==> src/rtl/nn_pkg.sv <==
// Shared definitions for the classifier datapath.
//   N_CLASSES / DATA_W / IDX_W : vector shape and element / index widths
//   ONE                        : 1.0 in unsigned Q1.15
//   CONF_THRESH / MARGIN_MIN   : confidence thresholds (0.5 and ~0.1)
//   class_idx_t, prob_t        : index and probability types
//   state_t                    : classifier FSM states
package nn_pkg;

    localparam int N_CLASSES = 10;
    localparam int DATA_W    = 16;
    localparam int IDX_W     = 4;

    localparam logic [DATA_W-1:0] ONE         = 16'h8000;
    localparam logic [DATA_W-1:0] CONF_THRESH = ONE >> 1;
    localparam logic [DATA_W-1:0] MARGIN_MIN  = 16'h0CCD;

    typedef logic [IDX_W-1:0]  class_idx_t;
    typedef logic [DATA_W-1:0] prob_t;

    typedef enum logic [1:0] {
        ST_IDLE,
        ST_SCAN,
        ST_RESULT
    } state_t;

endpackage

==> src/rtl/top2_update.sv <==
// Combinational top-2 tracker step.
//   elem        : candidate probability
//   cnt         : index of the candidate
//   best/second : current top-1 / top-2 values
//   idx         : current top-1 index
//   best_next / second_next / idx_next : updated tracker state
// Only a strictly larger element displaces the leader, so ties keep the
// lowest index and an equal value lands in second (margin 0).
module top2_update
    import nn_pkg::*;
(
    input  logic [DATA_W-1:0] elem,
    input  logic [IDX_W-1:0]  cnt,
    input  logic [DATA_W-1:0] best,
    input  logic [DATA_W-1:0] second,
    input  logic [IDX_W-1:0]  idx,
    output logic [DATA_W-1:0] best_next,
    output logic [DATA_W-1:0] second_next,
    output logic [IDX_W-1:0]  idx_next
);

    always_comb begin
        best_next   = best;
        second_next = second;
        idx_next    = idx;
        if (elem > best) begin
            second_next = best;
            best_next   = elem;
            idx_next    = cnt;
        end else if (elem > second) begin
            second_next = elem;
        end
    end

endmodule

==> src/rtl/softmax_argmax_classifier.sv <==
// Top-1 / top-2 classifier for one softmax probability vector.
//   clk, rst (async active-low)
//   prob_in       : N_CLASSES packed Q1.15 values, class i at [i*DATA_W +: DATA_W]
//   in_valid      : one-cycle vector strobe
//   out_ready     : consumer accepts the result
//   clear_overrun : clears the sticky overrun flag
//   out_valid, class_idx, top_prob, margin, confident : result, held until accepted
//   busy          : scanning or holding a result
//   overrun       : sticky, a vector arrived while it could not be taken
// The vector is captured in IDLE, scanned one class per cycle, and the result
// registers are loaded on the first RESULT cycle, giving a 10-cycle latency.
module softmax_argmax_classifier
    import nn_pkg::*;
(
    input  logic                          clk,
    input  logic                          rst,
    input  logic [N_CLASSES*DATA_W-1:0]   prob_in,
    input  logic                          in_valid,
    input  logic                          out_ready,
    input  logic                          clear_overrun,
    output logic                          out_valid,
    output logic [IDX_W-1:0]              class_idx,
    output logic [DATA_W-1:0]             top_prob,
    output logic [DATA_W-1:0]             margin,
    output logic                          confident,
    output logic                          busy,
    output logic                          overrun
);

    prob_t      elem_in [N_CLASSES];
    prob_t      vec_reg [N_CLASSES];
    state_t     state;
    class_idx_t cnt;
    class_idx_t idx_reg;
    prob_t      best_reg;
    prob_t      second_reg;

    prob_t      best_next;
    prob_t      second_next;
    class_idx_t idx_next;
    prob_t      margin_calc;

    logic transfer;
    logic capture;
    logic drop;

    generate
        for (genvar gi = 0; gi < N_CLASSES; gi++) begin : g_unpack
            assign elem_in[gi] = prob_in[gi*DATA_W +: DATA_W];
        end
    endgenerate

    // A vector can be taken when idle, or in the very cycle the held result leaves.
    assign transfer    = (state == ST_RESULT) && out_valid && out_ready;
    assign capture     = in_valid && ((state == ST_IDLE) || transfer);
    assign drop        = in_valid && !capture;
    assign busy        = (state != ST_IDLE);
    assign margin_calc = best_reg - second_reg;

    top2_update u_top2 (
        .elem        (vec_reg[cnt]),
        .cnt         (cnt),
        .best        (best_reg),
        .second      (second_reg),
        .idx         (idx_reg),
        .best_next   (best_next),
        .second_next (second_next),
        .idx_next    (idx_next)
    );

    always_ff @(posedge clk or negedge rst) begin
        if (!rst) begin
            for (int i = 0; i < N_CLASSES; i++) begin
                vec_reg[i] <= '0;
            end
        end else if (capture) begin
            for (int i = 0; i < N_CLASSES; i++) begin
                vec_reg[i] <= elem_in[i];
            end
        end
    end

    always_ff @(posedge clk or negedge rst) begin
        if (!rst) begin
            state      <= ST_IDLE;
            cnt        <= '0;
            best_reg   <= '0;
            second_reg <= '0;
            idx_reg    <= '0;
            out_valid  <= 1'b0;
            class_idx  <= '0;
            top_prob   <= '0;
            margin     <= '0;
            confident  <= 1'b0;
        end else begin
            case (state)
                ST_IDLE: ;
                ST_SCAN: begin
                    best_reg   <= best_next;
                    second_reg <= second_next;
                    idx_reg    <= idx_next;
                    if (cnt == class_idx_t'(N_CLASSES - 1)) begin
                        state <= ST_RESULT;
                    end else begin
                        cnt <= cnt + class_idx_t'(1);
                    end
                end
                ST_RESULT: begin
                    if (!out_valid) begin
                        class_idx <= idx_reg;
                        top_prob  <= best_reg;
                        margin    <= margin_calc;
                        confident <= (best_reg >= CONF_THRESH) && (margin_calc >= MARGIN_MIN);
                        out_valid <= 1'b1;
                    end else if (out_ready) begin
                        out_valid <= 1'b0;
                        state     <= ST_IDLE;
                    end
                end
                default: state <= ST_IDLE;
            endcase

            // Placed after the case so a back-to-back capture overrides the return to IDLE.
            if (capture) begin
                best_reg   <= elem_in[0];
                second_reg <= '0;
                idx_reg    <= '0;
                cnt        <= class_idx_t'(1);
                state      <= ST_SCAN;
            end
        end
    end

    // Set has priority over clear when both happen in one cycle.
    always_ff @(posedge clk or negedge rst) begin
        if (!rst) begin
            overrun <= 1'b0;
        end else if (drop) begin
            overrun <= 1'b1;
        end else if (clear_overrun) begin
            overrun <= 1'b0;
        end
    end

endmodule

==> config.mk <==
export PLATFORM = sky130hd
export DESIGN_NAME = softmax_argmax_classifier
export DESIGN_NICKNAME = d
export VERILOG_FILES = /design/src/rtl/nn_pkg.sv /design/src/rtl/top2_update.sv /design/src/rtl/softmax_argmax_classifier.sv
export SDC_FILE = /design/constraint.sdc
export NUM_CORES = 1
export LEC_CHECK = 0
export BUFFER_PORTS_ARGS = -buffer_cell sky130_fd_sc_hd__clkbuf_2
export CAP_MARGIN = 10
export CELL_PAD_IN_SITES_DETAIL_PLACEMENT = 0
export CELL_PAD_IN_SITES_GLOBAL_PLACEMENT = 1
export CORE_MARGIN = 5
export CORE_UTILIZATION = 47
export DETAILED_ROUTE_END_ITERATION = 8
export PLACE_DENSITY_LB_ADDON = 0.15
export SLEW_MARGIN = 20
export SYNTH_ARGS = -nofsm -noshare
export SYNTH_HDL_FRONTEND = slang
export SYNTH_HIERARCHICAL = 1
export SYNTH_SLANG_ARGS = --single-unit
export TNS_END_PERCENT = 50
==> constraint.sdc <==
create_clock -name clk -period 11.7 [get_ports clk]
set_clock_uncertainty 0.1 [all_clocks]
set_input_delay 0.585 -clock clk [delete_from_list [all_inputs] [get_ports clk]]
set_output_delay 0.585 -clock clk [all_outputs]
set_load 0.02 [all_outputs]
==> out/metrics.yaml <==
status: "finished, violations left"
violations: "hold timing"
length_of_the_first_detailed_routing_pass_in_iterations: 4
power.share.clock_pct: 16.1
post_cts_buffers: 0
yosys.cell_types.count: 58
ir_drop_v: 0.000220
unrepaired_setup_endpoints_after_global_routing: "no"
timing.final.crit_share_pct: 45.7
post-dp-hpwl_um: 25600
yosysTopAreaCell: "sky130_fd_sc_hd__dfrtp_1"
timing.reg2reg.setup_slack_ps: 6350
regToRegEndpoint: "best_reg[5]"
critPathLaunch: "cnt[0]"
die_h_um: 174
worstRegToRegCells: 13
routed-via-count: 10190
ys_seq_elements: 241
comb_pwr_share_pct: 55.3
portion_of_synthesized_cell_area_occupied_by_the_leading_cell_type_pct: 47.8
synth.area.top_cells: "sky130_fd_sc_hd__dfrtp_1 48%, sky130_fd_sc_hd__nand2_1 19%, sky130_fd_sc_hd__mux4_2 5.7%"
power.density_cell_area_mw_per_mm2: 360
clock-root-buffer: "sky130_fd_sc_hd__clkbuf_16"
global_route_wire_length_before_repair_um: 56000
flip_flop_count_of_the_largest_register_after_layout: 160
die_w_um: 174
initial_drt_markers: 593
core_region_area_mm2: 0.0267
net-switching-power_mw: 2.32
grt_antenna_before_repair: 0
critical_path.slowest_cell: "sky130_fd_sc_hd__buf_4"
synth_common_cells: "628 x sky130_fd_sc_hd__nand2_1, 241 x sky130_fd_sc_hd__dfrtp_1, 65 x sky130_fd_sc_hd__a21oi_1, 61 x sky130_fd_sc_hd__clkbuf_1, 54 x sky130_fd_sc_hd__inv_1"
global_route.overflow_total: 0
via_density_per_instance: 5.28
arrival_ps: 5650
sw_frac_of_total_pct: 43.7
cell_with_the_most_instances_after_synthesis: "sky130_fd_sc_hd__nand2_1"
number_of_enable_type_register_cells_in_the_synthesized_netlist: 0
portBuffers: 204
grt_use_total_pct: 23.1
cts.reportedPaths.clkPinSlew_ps: 60
final_net_count: 1784
post-route-min-period_ps: 5350
total_drc_errors_in_the_routed_layout: 0
final_hold_viol_count: 11
top_ff_cell_synth: "sky130_fd_sc_hd__dfrtp_1"
worstMarginPinSlew_ps: 935
postSynth.asyncResetShare_pct: 100
power_report.internal_total_mw: 3.00
std_cell_rows: 60
timing.fmax_mhz: 187
cts_made_buffers: 27
slew_headroom_pct: 37.7
post_synth_instance_area_mm2: 0.0126
drv_slew: 0
tns_ps: 0
insertedDiodeCount: 0
routed_wire_length_um: 35700
worstSetupStartpointType: "register"
htree_levels: 1
cp_max_fo: 39
antenna_violating_nets_post_route: 0
floorplan.die_area_mm2: 0.0302
gp_routability_congestion: 0.852
worstSkewPairLatency_ps: 550
report.final.setup_viol: 0
slowest_delay_ps: 620
rr_startpoint: "cnt[0]"
power.sequential.fraction_pct: 28.6
cts-hold-fix-buffers: 0
synth-warning-count: 6
ctsResizeCount: 0
critPathRequiredTime_ps: 12000
start_util_pct: 47.2
power_leakage_nw: 7.74
worstPathCellList: "buf_4 -> mux4_2 -> a221oi_1 -> a21oi_1 -> ha_1 -> nand4_1 -> nor4_1 -> a221oi_1 -> a21oi_4 -> buf_4 -> mux2_2 -> mux2i_1 -> o21ai_0"
syn_nets: 1613
critical_path_start_end_classification: "reg -> reg"
number_of_i_o_pins: 205
clockBufferDepth: 3
clkSinkCount: 241
cap_violations: 0
post-layout-total-power_mw: 5.32
grt_pass1_vias: 10168
area_growth_pct: 17.0
ys_seq_area_share_pct: 47.8
grt_max_degree: 106
synth_area_per_cell_um2: 9.03
final.hold.worst_slack_ps: -33.8
setup.worst_path.end_class: "register"
avgRoutedWirePerCell_um: 18.5
final_core_utilization_pct: 55.3
cts_tree: "built"
timing.hold.worst.class: "in -> async"
postSynthCellCount: 1398
layout-drive-gt1-share_pct: 21.9
-- metal layers --
metal	part of all wire, %	track usage [%]	wire, µm	vias up
met1	45	32.3	16000	4939
met2	48	38.3	17100	266
met4	2.5	5.64	878	0
met5	0	0	0	-
met3	4.6	3.51	1650	49
li1	-	-	-	4936
-- cells in the final DEF (no fill, tap or decap), types with 8 or more instances in the layout --
| cell type | n |
|---|---|
| sky130_fd_sc_hd__clkbuf_16 | 27 |
| sky130_fd_sc_hd__mux4_2 | 32 |
| sky130_fd_sc_hd__nor2_1 | 22 |
| sky130_fd_sc_hd__o21ai_0 | 26 |
| sky130_fd_sc_hd__xor2_1 | 8 |
| sky130_fd_sc_hd__mux2_2 | 38 |
| sky130_fd_sc_hd__mux2i_1 | 47 |
| sky130_fd_sc_hd__o21ai_1 | 16 |
| sky130_fd_sc_hd__dfrtp_1 | 239 |
| sky130_fd_sc_hd__inv_1 | 54 |
| sky130_fd_sc_hd__clkbuf_1 | 8 |
| sky130_fd_sc_hd__clkbuf_2 | 203 |
| sky130_fd_sc_hd__buf_4 | 14 |
| sky130_fd_sc_hd__nand2_1 | 627 |
| sky130_fd_sc_hd__ha_1 | 49 |
| sky130_fd_sc_hd__a21oi_1 | 64 |
| sky130_fd_sc_hd__xnor2_1 | 8 |
| sky130_fd_sc_hd__a221oi_1 | 17 |
-- through the flow --
| stage | worst slack [ps] | instance area [µm²] | hold slack (ps) | cells |
|---|---|---|---|---|
| CTS | 6350 | 14800 | 22.1 | 1930 |
| detailed placement | 6350 | 13900 | 358 | 1881 |
| global placement | 6350 | 13900 | 352 | 1881 |
| floorplan | 7610 | 12600 | 189 | 1398 |
| global route | 6010 | 14800 | 39.5 | 1930 |
| finish | 6350 | 14800 | -33.8 | 1930 |
-- cell families after synthesis --
kind of cell	synth area share [%]
AOI/OAI and AO/OA	7.58
buffers and inverters	4.27
xor gates and xnor gates	1.11
adders and majority gates	5.02
DFF	47.8
and+or+nand+nor	21.4
muxes	12.8
-- power groups by stage --
stage / sequential (mW) / clock, mW / combinational [mW]
after global placement: 1.53 / 0 / 2.91
final: 1.52 / 0.859 / 2.94
after floorplan: 1.48 / 0 / 2.22
after detailed placement: 1.53 / 0 / 2.93
after CTS: 1.52 / 0.878 / 2.95
after global routing: 1.57 / 0.911 / 3.26
-- how the worst max path moves through the flow --
stage                         to  slack, ps  cells past startpoint
floorplan            best_reg[2]       7610                     15
global placement    best_reg[10]       6350                     13
detailed placement   best_reg[5]       6350                     13
CTS                  best_reg[5]       6350                     13
global route         best_reg[3]       6010                     13
finish               best_reg[5]       6350                     13
-- worst max-delay path, delay by kind of cell, from the launching register on --
| kind | cells | cell delay [ps] |
|---|---|---|
| compound gates | 5 | 1130 |
| fa+ha+maj | 1 | 400 |
| mux | 3 | 1140 |
| flops | 1 | 580 |
| buf+inv | 2 | 1120 |
| simple gates | 2 | 680 |
-- area by class of cell --
| cell class | count | area (µm²) |
|---|---|---|
| fill | 2567 | 12000 |
| multi-input combinational | 1026 | 6070 |
| sequential | 241 | 6040 |
| timing repair buffer | 218 | 1140 |
| clock buffer | 38 | 747 |
| tap | 341 | 427 |
| inverter | 55 | 206 |
| clock inverter | 11 | 145 |
(Power assumes the default switching activity.)
